<file path="config.mk">
export PLATFORM = sky130hd
export DESIGN_NAME = mux21_rr_arb_flat
export DESIGN_NICKNAME = d
export VERILOG_FILES = /design/src/rtl/mux21_rr_arb_pkg.sv /design/src/rtl/mux21_rr_arb_if.sv /design/src/rtl/mux21.sv /design/src/rtl/mux21_rr_arb_out_reg.sv /design/src/rtl/mux21_rr_arb.sv /design/src/flat_wrapper.sv
export SDC_FILE = /design/constraint.sdc
export NUM_CORES = 1
export LEC_CHECK = 0
export ABC_AREA = 1
export BUFFER_PORTS_ARGS = -buffer_cell sky130_fd_sc_hd__buf_2
export CAP_MARGIN = 20
export CORE_MARGIN = 4
export CORE_UTILIZATION = 30
export DETAILED_ROUTE_END_ITERATION = 8
export GPL_TIMING_DRIVEN = 1
export PLACE_DENSITY = 0.59
export SYNTH_ARGS = -nofsm -noshare
export SYNTH_HDL_FRONTEND = slang
export SYNTH_HIERARCHICAL = 1
export SYNTH_SLANG_ARGS = --single-unit
</file>
<file path="constraint.sdc">
create_clock -name clk -period 2.3 [get_ports clk]
set_clock_uncertainty 0.15 [all_clocks]
set_input_delay 0.23 -clock clk [delete_from_list [all_inputs] [get_ports clk]]
set_output_delay 0.23 -clock clk [all_outputs]
set_load 0.05 [all_outputs]
</file>
<file path="src/rtl/mux21_rr_arb_pkg.sv">
// ----------------------------------------------------------------------------
// mux21_pkg
//   Shared definitions for the two-source round-robin arbiter that drives the
//   select line of mux21.
//   - state_t    : arbiter preference (ST_PREF0 = source 0 preferred,
//                  ST_PREF1 = source 1 preferred)
//   - BURST_W    : width of the burst counter
//   - other_pref : returns the opposite preference
// ----------------------------------------------------------------------------
package mux21_pkg;

    typedef enum logic {
        ST_PREF0 = 1'b0,
        ST_PREF1 = 1'b1
    } state_t;

    localparam int unsigned BURST_W = 4;

    function automatic state_t other_pref(input state_t s);
        return (s == ST_PREF0) ? ST_PREF1 : ST_PREF0;
    endfunction

endpackage

</file>
<file path="src/rtl/mux21_rr_arb_if.sv">
// ----------------------------------------------------------------------------
// mux21_rr_arb_if
//   Bundles the two valid/ready input streams, the select output and the
//   registered valid/ready output stream of mux21_rr_arb.
//   Signals:
//     in0_valid/in0_data/in0_ready : source 0 stream
//     in1_valid/in1_data/in1_ready : source 1 stream
//     sel                          : current grant, wires to mux21.s
//     out_valid/out_data/out_src   : registered winning beat and its source
//     out_ready                    : downstream accepts the beat
//   Modports:
//     slave  : arbiter view (consumes inputs, produces readies/outputs)
//     master : environment view (produces inputs, consumes readies/outputs)
// ----------------------------------------------------------------------------
interface mux21_rr_arb_if #(
    parameter int unsigned WIDTH = 8
);

    logic             in0_valid;
    logic [WIDTH-1:0] in0_data;
    logic             in0_ready;
    logic             in1_valid;
    logic [WIDTH-1:0] in1_data;
    logic             in1_ready;
    logic             sel;
    logic             out_valid;
    logic             out_ready;
    logic [WIDTH-1:0] out_data;
    logic             out_src;

    modport slave (
        input  in0_valid, in0_data, in1_valid, in1_data, out_ready,
        output in0_ready, in1_ready, sel, out_valid, out_data, out_src
    );

    modport master (
        output in0_valid, in0_data, in1_valid, in1_data, out_ready,
        input  in0_ready, in1_ready, sel, out_valid, out_data, out_src
    );

endinterface

</file>
<file path="src/rtl/mux21.sv">
// ----------------------------------------------------------------------------
// mux21
//   Single-bit 2:1 multiplexer.
//   Ports: d0 (selected when s=0), d1 (selected when s=1), s (select), y.
// ----------------------------------------------------------------------------
module mux21 (
    input  logic d0,
    input  logic d1,
    input  logic s,
    output logic y
);

    assign y = s ? d1 : d0;

endmodule

</file>
<file path="src/rtl/mux21_rr_arb_out_reg.sv">
// ----------------------------------------------------------------------------
// mux21_out_reg
//   One-entry valid/ready output register holding a data word and the index
//   of the source it came from.
//   Ports:
//     clk, rst_n : clock, asynchronous active-low reset
//     i_accept   : load i_data/i_src this edge
//     i_data     : payload to capture
//     i_src      : source index to capture
//     i_ready    : downstream accepts the held beat
//     o_valid    : register holds a beat
//     o_data     : held payload
//     o_src      : held source index
// ----------------------------------------------------------------------------
module mux21_out_reg #(
    parameter int unsigned WIDTH = 8
) (
    input  logic             clk,
    input  logic             rst_n,
    input  logic             i_accept,
    input  logic [WIDTH-1:0] i_data,
    input  logic             i_src,
    input  logic             i_ready,
    output logic             o_valid,
    output logic [WIDTH-1:0] o_data,
    output logic             o_src
);

    logic             r_valid;
    logic [WIDTH-1:0] r_data;
    logic             r_src;

    // A new beat has priority over draining: with both in one edge the old
    // beat leaves and the new one lands without a bubble.
    always_ff @(posedge clk or negedge rst_n) begin
        if (!rst_n) begin
            r_valid <= 1'b0;
            r_data  <= '0;
            r_src   <= 1'b0;
        end else if (i_accept) begin
            r_valid <= 1'b1;
            r_data  <= i_data;
            r_src   <= i_src;
        end else if (r_valid && i_ready) begin
            r_valid <= 1'b0;
        end
    end

    assign o_valid = r_valid;
    assign o_data  = r_data;
    assign o_src   = r_src;

endmodule

</file>
<file path="src/rtl/mux21_rr_arb.sv">
// ----------------------------------------------------------------------------
// mux21_rr_arb
//   Two-source round-robin arbiter placed upstream of mux21. Each cycle it
//   picks one of two valid/ready streams, exports the choice on sel (to
//   mux21.s) and captures the winning beat in a one-entry output register.
//   A burst counter limits how many consecutive beats the preferred source
//   may win while the other source is waiting.
//   Parameters:
//     WIDTH     : payload width
//     MAX_BURST : beats granted to one source under contention (1..15)
//   Ports:
//     clk, rst_n : clock, asynchronous active-low reset
//     bus        : mux21_rr_arb_if slave modport (streams, sel, output beat)
// ----------------------------------------------------------------------------
module mux21_rr_arb
    import mux21_pkg::*;
#(
    parameter int unsigned WIDTH     = 8,
    parameter int unsigned MAX_BURST = 4
) (
    input  logic            clk,
    input  logic            rst_n,
    mux21_rr_arb_if.slave   bus
);

    state_t             r_state;
    state_t             w_state_nxt;
    logic [BURST_W-1:0] r_burst_cnt;
    logic [BURST_W-1:0] w_burst_nxt;
    logic [BURST_W-1:0] w_burst_inc;

    logic             w_grant;
    logic             w_load;
    logic             w_accept;
    logic             w_other_valid;
    logic [WIDTH-1:0] w_mux_data;
    logic             w_out_valid;
    logic [WIDTH-1:0] w_out_data;
    logic             w_out_src;

    // Grant: a lone requester always wins; on contention or idle the
    // preferred index is used. sel parks at 0 while reset is held.
    always_comb begin
        w_grant = (r_state == ST_PREF1);
        if (bus.in0_valid && !bus.in1_valid) begin
            w_grant = 1'b0;
        end else if (bus.in1_valid && !bus.in0_valid) begin
            w_grant = 1'b1;
        end
        if (!rst_n) begin
            w_grant = 1'b0;
        end
    end

    assign w_load        = !w_out_valid || bus.out_ready;
    assign w_accept      = rst_n && w_load && (w_grant ? bus.in1_valid : bus.in0_valid);
    assign w_other_valid = w_grant ? bus.in0_valid : bus.in1_valid;

    assign bus.sel       = w_grant;
    assign bus.in0_ready = w_accept && !w_grant;
    assign bus.in1_ready = w_accept &&  w_grant;

    // Burst accounting. Under contention the winner is always the preferred
    // source, so counting accepts-with-rival is counting the preferred
    // source's streak.
    assign w_burst_inc = r_burst_cnt + BURST_W'(1);

    always_comb begin
        w_state_nxt = r_state;
        w_burst_nxt = r_burst_cnt;
        if (w_accept) begin
            if (w_other_valid) begin
                if (w_burst_inc == BURST_W'(MAX_BURST)) begin
                    w_state_nxt = other_pref(r_state);
                    w_burst_nxt = '0;
                end else begin
                    w_burst_nxt = w_burst_inc;
                end
            end else begin
                w_burst_nxt = '0;
            end
        end
    end

    always_ff @(posedge clk or negedge rst_n) begin
        if (!rst_n) begin
            r_state     <= ST_PREF0;
            r_burst_cnt <= '0;
        end else begin
            r_state     <= w_state_nxt;
            r_burst_cnt <= w_burst_nxt;
        end
    end

    // Data path: one mux21 per payload bit, all steered by the grant.
    for (genvar gi = 0; gi < int'(WIDTH); gi++) begin : g_mux
        mux21 u_mux21 (
            .d0 (bus.in0_data[gi]),
            .d1 (bus.in1_data[gi]),
            .s  (w_grant),
            .y  (w_mux_data[gi])
        );
    end

    mux21_out_reg #(
        .WIDTH (WIDTH)
    ) u_out_reg (
        .clk      (clk),
        .rst_n    (rst_n),
        .i_accept (w_accept),
        .i_data   (w_mux_data),
        .i_src    (w_grant),
        .i_ready  (bus.out_ready),
        .o_valid  (w_out_valid),
        .o_data   (w_out_data),
        .o_src    (w_out_src)
    );

    assign bus.out_valid = w_out_valid;
    assign bus.out_data  = w_out_data;
    assign bus.out_src   = w_out_src;

endmodule

</file>
<file path="src/flat_wrapper.sv">
// flat-port wrapper written by rule: the top's interface ports become plain ports
module mux21_rr_arb_flat import mux21_pkg::*;
#(
    parameter int unsigned WIDTH     = 8,
    parameter int unsigned MAX_BURST = 4
)
  (clk, rst_n, bus_in0_valid, bus_in0_data, bus_in1_valid, bus_in1_data, bus_out_ready, bus_in0_ready, bus_in1_ready, bus_sel, bus_out_valid, bus_out_data, bus_out_src);
  mux21_rr_arb_if #(.WIDTH(WIDTH)) bus_i ();
  input  logic clk;
  input  logic rst_n;
  input wire logic [$bits(bus_i.in0_valid)-1:0] bus_in0_valid;
  input wire logic [$bits(bus_i.in0_data)-1:0] bus_in0_data;
  input wire logic [$bits(bus_i.in1_valid)-1:0] bus_in1_valid;
  input wire logic [$bits(bus_i.in1_data)-1:0] bus_in1_data;
  input wire logic [$bits(bus_i.out_ready)-1:0] bus_out_ready;
  output wire logic [$bits(bus_i.in0_ready)-1:0] bus_in0_ready;
  output wire logic [$bits(bus_i.in1_ready)-1:0] bus_in1_ready;
  output wire logic [$bits(bus_i.sel)-1:0] bus_sel;
  output wire logic [$bits(bus_i.out_valid)-1:0] bus_out_valid;
  output wire logic [$bits(bus_i.out_data)-1:0] bus_out_data;
  output wire logic [$bits(bus_i.out_src)-1:0] bus_out_src;
  assign bus_i.in0_valid = bus_in0_valid;
  assign bus_i.in0_data = bus_in0_data;
  assign bus_i.in1_valid = bus_in1_valid;
  assign bus_i.in1_data = bus_in1_data;
  assign bus_i.out_ready = bus_out_ready;
  assign bus_in0_ready = bus_i.in0_ready;
  assign bus_in1_ready = bus_i.in1_ready;
  assign bus_sel = bus_i.sel;
  assign bus_out_valid = bus_i.out_valid;
  assign bus_out_data = bus_i.out_data;
  assign bus_out_src = bus_i.out_src;
  mux21_rr_arb #(.WIDTH(WIDTH), .MAX_BURST(MAX_BURST)) u_core (.clk(clk), .rst_n(rst_n), .bus(bus_i));
endmodule
</file>
# Yosys cells after proc, flatten, opt, wreduce, memory -nomap -nowiden
# Index checks and enable logic that the tools add are counted.
[classes]
add_sub_neg = 1
eq_ne = 1
mux = 18
reduce_logical = 14
[op_table]
columns = ["op", "n"]
rows = [
  ["1-bit two-way mux", 16],
  ["4-bit two-way mux", 2],
  ["1-bit logical AND", 7],
  ["4-bit by 1-bit adder with 4-bit output (second input constant)", 1],
  ["4-bit by 3-bit equality test with 1-bit output (second input constant)", 1],
  ["1-bit logical NOT", 4],
  ["3-bit AND reduction", 1],
  ["2-bit nonzero test", 1],
  ["1-bit logical OR", 1],
]
[word_totals]
register_bits = 15
out_inout_bits = 13

# Depth between registers and ports, before layout
# Gate-level depths: netlist (run 1).
[logic_depth]
ltp_word = 8
ltp_mapped = 7

# Hierarchy
# Netlist (run 1), hierarchy kept.
[modules_own_cells]
columns = ["module", "instances", "cells_each", "area_each_um2", "seq_area_each_um2"]
rows = [
  ["mux21_out_reg", 1, 42, 377.9, 250.2],
  ["mux21_rr_arb", 1, 45, 334.1, 125.1],
  ["mux21", 8, 4, 15.0, 0.0],
]

# Least setup slack after synthesis (run 1)
# Ideal clock, no wire load.
[synth_path]
kind = "flip-flop to output port"
startpoint = "register u_core.r_state"
endpoint = "output bus_in0_ready"
arrival_time_ns = 2.480
path_slack_ns = -0.560
stages_incl_launch_ff = 4
cell_sequence = "dfrtp_1 > o21ai_0 > a21oi_1 > nor2_1"
[synth_via]
elab_chain_len = 6
elab_cells_between_ends = 7
cone_classes = "mux: 4; reduce/logical: 3"
[synth_lines]
columns = ["item", "line", "text"]
rows = [
  ["start: declaration", "mux21_rr_arb.sv:26", "state_t r_state;"],
  ["start signal: assignment", "mux21_rr_arb.sv:90", "r_state <= w_state_nxt;"],
  ["1-bit two-way mux *", "mux21_rr_arb.sv:47", "end else if (bus.in1_valid && !bus.in0_valid) begin"],
  ["1-bit two-way mux *", "mux21_rr_arb.sv:45", "if (bus.in0_valid && !bus.in1_valid) begin"],
  ["1-bit two-way mux *", "mux21_rr_arb.sv:50", "if (!rst_n) begin"],
  ["net bus_sel", "flat_wrapper.sv:18", "output wire logic [$bits(bus_i.sel)-1:0] bus_sel;"],
  ["1-bit two-way mux", "mux21_rr_arb.sv:56", "assign w_accept = rst_n && w_load && (w_grant ? bus.in1_valid : bus.in0_valid);"],
  ["1-bit logical AND", "mux21_rr_arb.sv:56", ""],
  ["1-bit logical AND *", "mux21_rr_arb.sv:60", "assign bus.in0_ready = w_accept && !w_grant;"],
  ["end: declaration", "flat_wrapper.sv:16", "output wire logic [$bits(bus_i.in0_ready)-1:0] bus_in0_ready;"],
]
# The timed path passes the listed nets; every way through them passes the cells marked *.

# Final worst setup path (run 1)
[layout_path]
startpoint = "register u_core.r_state"
endpoint = "output bus_sel"
[layout_via]
elab_chain_len = 3
[layout_lines]
columns = ["item", "line"]
rows = [
  ["1-bit two-way mux", "mux21_rr_arb.sv:47"],
  ["1-bit two-way mux", "mux21_rr_arb.sv:45"],
  ["1-bit two-way mux", "mux21_rr_arb.sv:50"],
  ["end: declaration", "flat_wrapper.sv:18"],
]
# No other way between the ends.

==> metrics.yaml, run 1 <==
clk_latency_ns: 0.27
rsz0062_at_grt: "no"
cts_sinks: 15
startpoint_type: "register"
die_area_um2: 3680
die_h_um: 60.7
outcome: "finished, final reports clean"
hold_path_class: "in2reg"
regArea_um2: 375
path_class: "reg2out"
insertedDiodeCount: 0
cts_resized: 0
pre_cts_ws_ns: 0.506
die_w_um: 60.7
max_stage_delay_ns: 0.38
vdd.ir_drop.worst_mv: 0.380
worst_slew_pin_slew_ns: 0.458
num_vias: 805
path_max_fanout: 11
setup_violations: 0
max_cap_violations: 0
grt_max_degree: 15
fmax_mhz: 492
grt_pass1_wl_um: 3330
p_leak_nw: 0.628
ys_seq_area_share_pct: 45.1
grt-ovfl-total: 0
io_buffers: 33
worst-path-buf-inv: 2
pin_count: 34
ys_warn_count: 6
place_congestion: 0.786
crit_required_ns: 1.92
setup_tns_ns: 0
multi_input_area_um2: 389
drive_above_1_share_pct: 29.1
ant_nets: 0
r2r_cells: 8
drt-pass1-iter-count: 2
antenna_found_initial: 0
min_to: "u_core/u_out_reg/o_valid"
slew_viol_final: 0
r2r_start: "u_core/r_state"
whs_path_depth: 4
core_um2: 2570
hold_viol: 0
ys_ff_latch: 15
start_util_pct: 32.4
power_density_nw_per_um2: 686
cts_buffers: 3
viasPerCell: 4.28
synth_area_per_cell_um2: 6.99
timing.hold.ws_ns: 0.0752
end_kind: "output port"
rows: 18
layout.cells.most_common: "nand2_1"
wl_um: 1960
cts_tree: "done"
grt_pass1_vias: 798
cpLargestDelayFamily: "buffers and inverters"
layout_common_cells: "69 x nand2_1, 33 x buf_2, 15 x dfrtp_1"
synth_area_um2: 832
fin_util_pct: 42.0
syn_nets: 141
clk_pin_slew_ns: 0.09
crit_chain: "o21ai_0 -> a21oi_2 -> buf_4 -> buf_2"
cts_root_buffer: "clkbuf_4"
initialDrtViolationCount: 44
cp_slowest_cell: "dfrtp_1"
holdCritStartpoint: "bus_out_ready"
nFillCells: 275
grt_use_total_pct: 11.9
r2r_end: "u_core/u_out_reg/o_data[3]"
nets: 181
fin_crit_sh_pct: 88.4
hpwl_um: 1560
syn_to_final_growth_pct: 29.6
setup_slack_ns: 0.266
wire_per_inst_um: 10.4
ys_types: 17
clk_path_buf_depth: 2
relSlewSlack_pct: 69.5
r2r_slack_ns: 0.68
drc: 0
htreeDepth: 1
synthCells: 119
crit_arrival_ns: 1.65
period_needed_ns: 2.03
[worst max path at each step]
stage / from / end / slack (ns) / cells past startpoint
6_report: u_core/r_state / bus_sel / 0.27 / 4
5_1_grt: u_core/r_state / bus_sel / 0.11 / 4
4_1_cts: u_core/r_state / bus_sel / 0.25 / 4
3_5_place_dp: rst_n / bus_sel / 0.51 / 5
3_3_place_gp: rst_n / bus_sel / 0.53 / 5
2_1_floorplan: u_core/r_state / bus_in1_ready / 0.10 / 3
[cell usage after synthesis, drive strengths merged]
cell type / number / area (µm²)
nand4: 3 / 18.8
inv: 16 / 60.1
and2: 1 / 6.26
buf: 1 / 11.3
o22ai: 1 / 6.26
a21oi: 1 / 5.00
dfrtp: 15 / 375
o21ai: 2 / 10.0
ha: 1 / 12.5
nand3: 3 / 20.0
nand2: 69 / 259
nor2: 6 / 47.6
[worst register-to-register path, cell delays in order, from the launching register on]
cell and delay [ns]:
dfrtp_1 0.38, o21ai_0 0.11, a21oi_2 0.37, buf_4 0.25
inv_1 0.05, nand2_1 0.06, nand2_1 0.05, nand2_1 0.06
nand2_1 0.05
[final cells by class]
cell class                 count  share of cell area, %
clock buffer                   4                   2.44
timing repair buffer          36                   17.6
tap                           30                   3.48
multi-input combinational     87                   36.1
inverter                      16                   5.57
sequential                    15                   34.8
[per-layer routing]
layer  global-route usage, %  wire (µm)  up-vias  part of all wire [%]
li1                        -          -      435                     -
met1                    15.1        921      346                    47
met2                    20.0        894       22                    46
met3                    2.77        128        2                   6.5
met4                    3.72         10        0                  0.51
met5                       0          0        -                     0
[logic make-up (layout without fill, tap and decap cells)]
| logic type | after synthesis | in the layout | synth area share, % |
|---|---|---|---|
| compound gates | 4 | 4 | 2.56 |
| fa+ha+maj | 1 | 1 | 1.50 |
| buf+inv | 17 | 56 | 8.57 |
| flops | 15 | 15 | 45.1 |
| simple gates | 82 | 82 | 42.3 |
[per-stage QoR]
| step | cells | power [mW] | area [µm²] |
|---|---|---|---|
| floorplan | 119 | 0.522 | 836 |
| global placement | 183 | 0.596 | 1040 |
| detailed placement | 183 | 0.601 | 1040 |
| CTS | 188 | 0.749 | 1080 |
| global route | 188 | 0.786 | 1080 |
| finish | 188 | 0.739 | 1080 |
[flip-flops by register name, indices dropped and copies added, names as in the netlist]
register	cells
u_core/r_burst_cnt	4
u_core/r_state	1
u_core/u_out_reg/o_data	8
u_core/u_out_reg/o_src	1
u_core/u_out_reg/o_valid	1
[power breakdown]
| part | switching [mW] | total, mW | internal [mW] |
|---|---|---|---|
| sequential | 0.0271 | 0.327 | 0.300 |
| clock | 0.0773 | 0.144 | 0.0670 |
| combinational | 0.199 | 0.268 | 0.0692 |
| total | 0.303 | 0.739 | 0.436 |
[what timing repair did]
action                                  4_1_cts  5_1_grt
hold buffers                                  1        0
endpoints found under the hold margin        15        0
endpoints found under the setup margin        0        0
buffers inserted                              0        0
(Power assumes the default switching activity.)
==> run 2: changes to the inputs <==
--- a/config.mk
+++ b/config.mk
@@ -12,7 +12,7 @@
 export CORE_UTILIZATION = 30
 export DETAILED_ROUTE_END_ITERATION = 8
 export GPL_TIMING_DRIVEN = 1
-export PLACE_DENSITY = 0.59
+export PLACE_DENSITY = 0.53
 export SYNTH_ARGS = -nofsm -noshare
 export SYNTH_HDL_FRONTEND = slang
 export SYNTH_HIERARCHICAL = 1
==> run 2 against run 1 <==
Total power up 0.98%. Cell area up 1.4%. Global-route usage down 0.23 points. Count of clock-buffer cells in the layout unchanged. Highest routed layer unchanged. First-iteration DRC count down 20%. Wire length up 2.2%. Critical path depth up 2. Worst setup slack worse by 0.13 ns.
==> metrics.yaml, run 2 (same netlist as run 1, synthesis figures left out) <==
fin_crit_sh_pct: 93.9  # was 88.4%
die_area_um2: 3680  # unchanged
period_needed_ns: 2.16  # was 2.03 ns
cp_common_cell: "buf_2"
fin_util_pct: 42.6  # was 42.0%
rsz0062_at_grt: "no"  # unchanged
cts_buffers: 3  # unchanged
relSlewSlack_pct: 83.8  # was 69.5%
grt_pass1_vias: 777  # was 798
p_leak_nw: 0.637  # was 0.628 nW
insertedDiodeCount: 0  # unchanged
cts_root_buffer: "clkbuf_4"  # unchanged
rows: 18  # unchanged
antenna_found_initial: 0  # unchanged
pin_count: 34  # unchanged
max_cap_violations: 0  # unchanged
core_um2: 2570  # unchanged
largest_register_ffs: 8  # unchanged
crit_chain: "dlygate4sd3_1 -> buf_2 -> o21ai_0 -> a21oi_2 -> buf_4 -> buf_2"  # was o21ai_0 -> a21oi_2 -> buf_4 -> buf_2
layout.cells.most_common: "nand2_1"  # unchanged
layout_common_cells: "69 x nand2_1, 33 x buf_2, 15 x dfrtp_1"  # unchanged
htreeDepth: 1  # unchanged
setup_tns_ns: 0  # unchanged
grt_pass1_wl_um: 3180  # was 3330 µm
cpLargestDelayFamily: "buffers and inverters"  # unchanged
place_congestion: 0.865  # was 0.786
outcome: "finished, final reports clean"  # unchanged
die_w_um: 60.7  # unchanged
clk_latency_ns: 0.28  # was 0.27 ns
initialDrtViolationCount: 35  # was 44
cts_sinks: 15  # unchanged
drt-pass1-iter-count: 4  # was 2
setup_violations: 0  # unchanged
start_util_pct: 32.4  # unchanged
worst_slew_pin_slew_ns: 0.242  # was 0.458 ns
num_vias: 848  # was 805
slew_viol_final: 0  # unchanged
drive_above_1_share_pct: 30.0  # was 29.1%
clk_pin_slew_ns: 0.08  # was 0.09 ns
wire_per_inst_um: 10.5  # was 10.4 µm
total_power_uw: 747  # was 739 µW
viasPerCell: 4.46  # was 4.28
grt_max_degree: 19  # was 15
cts_resized: 0  # unchanged
worst-path-buf-inv: 4  # was 2
hold_viol: 0  # unchanged
wl_um: 2000  # was 1960 µm
cts_tree: "done"  # unchanged
hold_path_class: "in2reg"  # unchanged
startpoint_type: "input pin"  # was register
clk_path_buf_depth: 2  # unchanged
drc: 0  # unchanged
ant_nets: 0  # unchanged
hpwl_um: 1570  # was 1560 µm
vdd.ir_drop.worst_mv: 0.291  # was 0.380 mV
grt_use_total_pct: 11.6  # was 11.9%
fmax_mhz: 463  # was 492 MHz
io_buffers: 33  # unchanged
power_density_nw_per_um2: 683  # was 686 nW/µm²
nets: 183  # was 181
grt-ovfl-total: 0  # unchanged
syn_to_final_growth_pct: 31.4  # was 29.6%
cp_slowest_cell: "dlygate4sd3_1"  # was dfrtp_1
die_h_um: 60.7  # unchanged
max_stage_delay_ns: 0.52  # was 0.38 ns
crit_required_ns: 1.92  # about the same
crit_arrival_ns: 1.78  # was 1.65 ns
path_class: "in2out"  # was reg2out
path_max_fanout: 18  # was 11
end_kind: "output port"  # unchanged
## run 2: tightest hold or removal path, delay by kind of cell
family        cells  cell delay [ns]
buf+inv           2             0.15
simple gates      2             0.10
## run 2: layer usage
metal	share of wire (%)	GRT usage, %	up-vias
li1	-	-	438
met5	0	0	-
met3	7.6	2.34	2
met4	1.5	6.81	0
met1	44	13.6	376
met2	46	19.7	32
## run 2: timing repair
item | CTS | global route
hold endpoints to repair | 15 | 0
buffers inserted | 0 | 2
endpoints found under the setup margin | 0 | 1
hold buffers | 1 | 0
## run 2: power by group
group / switching (mW) / internal [mW] / leakage [nW] / total (mW)
clock: 0.0814 / 0.0672 / 0.0150 / 0.149
combinational: 0.199 / 0.0728 / 0.429 / 0.272
sequential: 0.0261 / 0.300 / 0.193 / 0.326
## run 2: path summary, 6_finish.rpt
check	start	to	slack, ns	cells past startpoint
min in group asynchronous	rst_n	u_core/r_state	0.15	2
setup reg to reg	u_core/r_state	u_core/u_out_reg/o_data[2]	0.85	8
max in group asynchronous	rst_n	u_core/u_out_reg/o_data[0]	1.46	3
hold reg to reg	u_core/u_out_reg/o_data[0]	u_core/u_out_reg/o_data[0]	0.33	2
hold / removal	bus_out_ready	u_core/u_out_reg/o_valid	0.09	4
setup / recovery	rst_n	bus_sel	0.14	6
## run 2: cell type report
| class | instances | area, µm² |
|---|---|---|
| multi-input combinational | 87 | 389 |
| inverter | 16 | 60.1 |
| clock buffer | 4 | 26.3 |
| fill | 268 | 1470 |
| timing repair buffer | 38 | 205 |
| sequential | 15 | 375 |
| tap | 30 | 37.5 |
## run 2: metrics by stage
| stage | cell area [µm²] | hold WS [ns] | setup WS, ns | cells |
|---|---|---|---|---|
| 2_1_floorplan | 836 | -0.216 | 0.102 | 119 |
| 3_3_place_gp | 1040 | -0.0885 | 0.627 | 183 |
| 3_5_place_dp | 1040 | -0.0851 | 0.574 | 183 |
| 4_1_cts | 1080 | 0.0819 | 0.0252 | 188 |
| 5_1_grt | 1090 | 0.0868 | 0.0136 | 190 |
| 6_report | 1090 | 0.0906 | 0.139 | 190 |
==> run 3: changes to the inputs <==
--- a/config.mk
+++ b/config.mk
@@ -9,10 +9,10 @@
 export BUFFER_PORTS_ARGS = -buffer_cell sky130_fd_sc_hd__buf_2
 export CAP_MARGIN = 20
 export CORE_MARGIN = 4
-export CORE_UTILIZATION = 30
+export CORE_UTILIZATION = 46
 export DETAILED_ROUTE_END_ITERATION = 8
 export GPL_TIMING_DRIVEN = 1
-export PLACE_DENSITY = 0.53
+export PLACE_DENSITY = 0.76
 export SYNTH_ARGS = -nofsm -noshare
 export SYNTH_HDL_FRONTEND = slang
 export SYNTH_HIERARCHICAL = 1
==> run 3 against run 2 <==
Non-clock buffer count is 2 higher. Worst setup slack worse by 0.028 ns. Clock power is 3% lower. Critical path depth is 1 higher. Die area is 31% lower. Wire length hardly changed. Cell count is 1.6% lower. Critical path type unchanged. Critical endpoint is now bus_in1_ready.
==> metrics.yaml, run 3 (same netlist as run 1, synthesis figures left out) <==
wl_um: 2000  # about the same
power_density_nw_per_um2: 675  # was 683 nW/µm²
drc: 0  # unchanged
largest_register_ffs: 8  # unchanged
nFillCells: 170  # was 268
cp-startpoint: "rst_n"  # unchanged
die_h_um: 50.5  # was 60.7 µm
drt-pass1-iter-count: 4  # unchanged
fmax_mhz: 457  # was 463 MHz
period_needed_ns: 2.19  # was 2.16 ns
crit_cells: 7  # was 6
cts_sinks: 15  # unchanged
rsz0062_at_grt: "no"  # unchanged
die_w_um: 50.5  # was 60.7 µm
worst-path-buf-inv: 4  # unchanged
path_class: "in2out"  # unchanged
hold_path_class: "in2reg"  # unchanged
clk_path_buf_depth: 2  # unchanged
pin_count: 34  # unchanged
end_kind: "output port"  # unchanged
start_util_pct: 48.2  # was 32.4%
r2r_cells: 8  # unchanged
clk_latency_ns: 0.27  # was 0.28 ns
htreeDepth: 1  # unchanged
syn_to_final_growth_pct: 33.1  # was 31.4%
cts_root_buffer: "clkbuf_4"  # unchanged
relSlewSlack_pct: 73.2  # was 83.8%
outcome: "finished, final reports clean"  # unchanged
crit_required_ns: 1.92  # about the same
io_buffers: 33  # unchanged
multi_input_area_um2: 389  # unchanged
rows: 15  # was 18
setup_tns_ns: 0  # unchanged
grt_pass1_wl_um: 3280  # was 3180 µm
setup_slack_ns: 0.111  # was 0.139 ns
max_stage_delay_ns: 0.52  # about the same
antenna_found_initial: 0  # unchanged
ant_nets: 0  # unchanged
r2r_start: "u_core/r_state"  # unchanged
hold_viol: 0  # unchanged
max_cap_violations: 0  # unchanged
place_congestion: 0.838  # was 0.865
cts_tree: "done"  # unchanged
insertedDiodeCount: 0  # unchanged
crit_end: "bus_in1_ready"  # was bus_sel
initialDrtViolationCount: 24  # was 35
layout.cells.most_common: "nand2_1"  # unchanged
grt-ovfl-total: 0  # unchanged
viasPerCell: 4.58  # was 4.46
grt_max_degree: 18  # was 19
nets: 185  # was 183
num_vias: 856  # was 848
path_max_fanout: 8  # was 18
crit_chain: "dlygate4sd3_1 -> buf_2 -> buf_4 -> o21ai_0 -> a21oi_2 -> and2_1 -> clkbuf_4"  # was dlygate4sd3_1 -> buf_2 -> o21ai_0 -> a21oi_2 -> buf_4 -> buf_2
setup_violations: 0  # unchanged
layout_common_cells: "69 x nand2_1, 32 x buf_2, 15 x dfrtp_1"  # was 69 x nand2_1, 33 x buf_2, 15 x dfrtp_1
clk_pin_slew_ns: 0.09  # was 0.08 ns
drive_above_1_share_pct: 30.2  # was 30.0%
cts_buffers: 3  # unchanged
fin_crit_sh_pct: 95.2  # was 93.9%
slew_viol_final: 0  # unchanged
worst_slew_pin_slew_ns: 0.400  # was 0.242 ns
hpwl_um: 1500  # was 1570 µm
p_leak_nw: 0.646  # was 0.637 nW
core_um2: 1730  # was 2570 µm²
wire_per_inst_um: 10.7  # was 10.5 µm
die_area_um2: 2550  # was 3680 µm²
r2r_end: "u_core/u_out_reg/o_data[0]"  # was u_core/u_out_reg/o_data[2]
pre_cts_ws_ns: 0.507  # was 0.574 ns
vdd.ir_drop.worst_mv: 0.298  # was 0.291 mV
cp_slowest_cell: "dlygate4sd3_1"  # unchanged
fin_util_pct: 64.1  # was 42.6%
grt_use_total_pct: 16.4  # was 11.6%
startpoint_type: "input pin"  # unchanged
regArea_um2: 375  # unchanged
crit_arrival_ns: 1.81  # was 1.78 ns
r2r_slack_ns: 0.81  # was 0.85 ns
timing.hold.ws_ns: 0.0924  # was 0.0906 ns
cpLargestDelayFamily: "buffers and inverters"  # unchanged
grt_pass1_vias: 780  # was 777
-- run 3: changes by cell type in the layout (fill, tap and decap cells not counted) --
cell | before | now
buf_2 | 33 | 32
buf_4 | 4 | 5
dlygate4sd3_1 | 1 | 2
clkbuf_4 | 3 | 4
-- run 3: area by class of cell --
type | instances | area share [%]
multi-input cells | 87 | 35.1
repair buffers | 40 | 20.3
flip-flops and latches | 15 | 33.9
inverters | 16 | 5.42
well taps | 25 | 2.82
clock buffers | 4 | 2.37
-- run 3: worst min path at each step --
| stage | end | cells after the start | slack (ns) | from |
|---|---|---|---|---|
| after global routing | u_core/u_out_reg/o_data[3] | 5 | 0.11 | bus_in0_data[3] |
| final | u_core/u_out_reg/o_data[2] | 5 | 0.09 | bus_in0_data[2] |
| after global placement | u_core/r_state | 1 | -0.08 | rst_n |
| after CTS | u_core/u_out_reg/o_valid | 4 | 0.08 | bus_out_ready |
| after detailed placement | u_core/r_state | 1 | -0.07 | rst_n |
| after floorplan | u_core/r_burst_cnt[0] | 0 | -0.22 | rst_n |
-- run 3: layer usage --
metal  global-route usage, %  routed length (µm)  share of wire, %
met1                    22.0                 840                42
met2                    26.1                1020                51
met3                    2.97                 114               5.7
met4                    6.28                  22               1.1
met5                       0                   0                 0
-- run 3: what timing repair did --
| action | 4_1_cts | 5_1_grt |
|---|---|---|
| hold buffers | 2 | 0 |
| buffers inserted | 0 | 3 |
| endpoints found under the hold margin | 15 | 0 |
| resized for setup | 0 | 1 |
| setup endpoints to repair | 0 | 2 |
-- run 3: report_power, final --
group | internal (mW) | total [mW] | switching (mW)
Clock | 0.0671 | 0.145 | 0.0776
Combinational | 0.0755 | 0.277 | 0.201
Sequential | 0.300 | 0.326 | 0.0256
-- run 3: stage by stage --
stage | cells | power, mW | cell area (µm²)
after floorplan | 119 | 0.522 | 836
after global placement | 178 | 0.592 | 1040
after detailed placement | 178 | 0.599 | 1040
after CTS | 184 | 0.749 | 1080
after global routing | 187 | 0.799 | 1110
final | 187 | 0.747 | 1110
-- run 3: worst min-delay path, cell delays in order --
cell and delay, ns:
buf_2 0.07, nand2_1 0.04, nand2_1 0.05, nand2_1 0.04, nand2_1 0.05
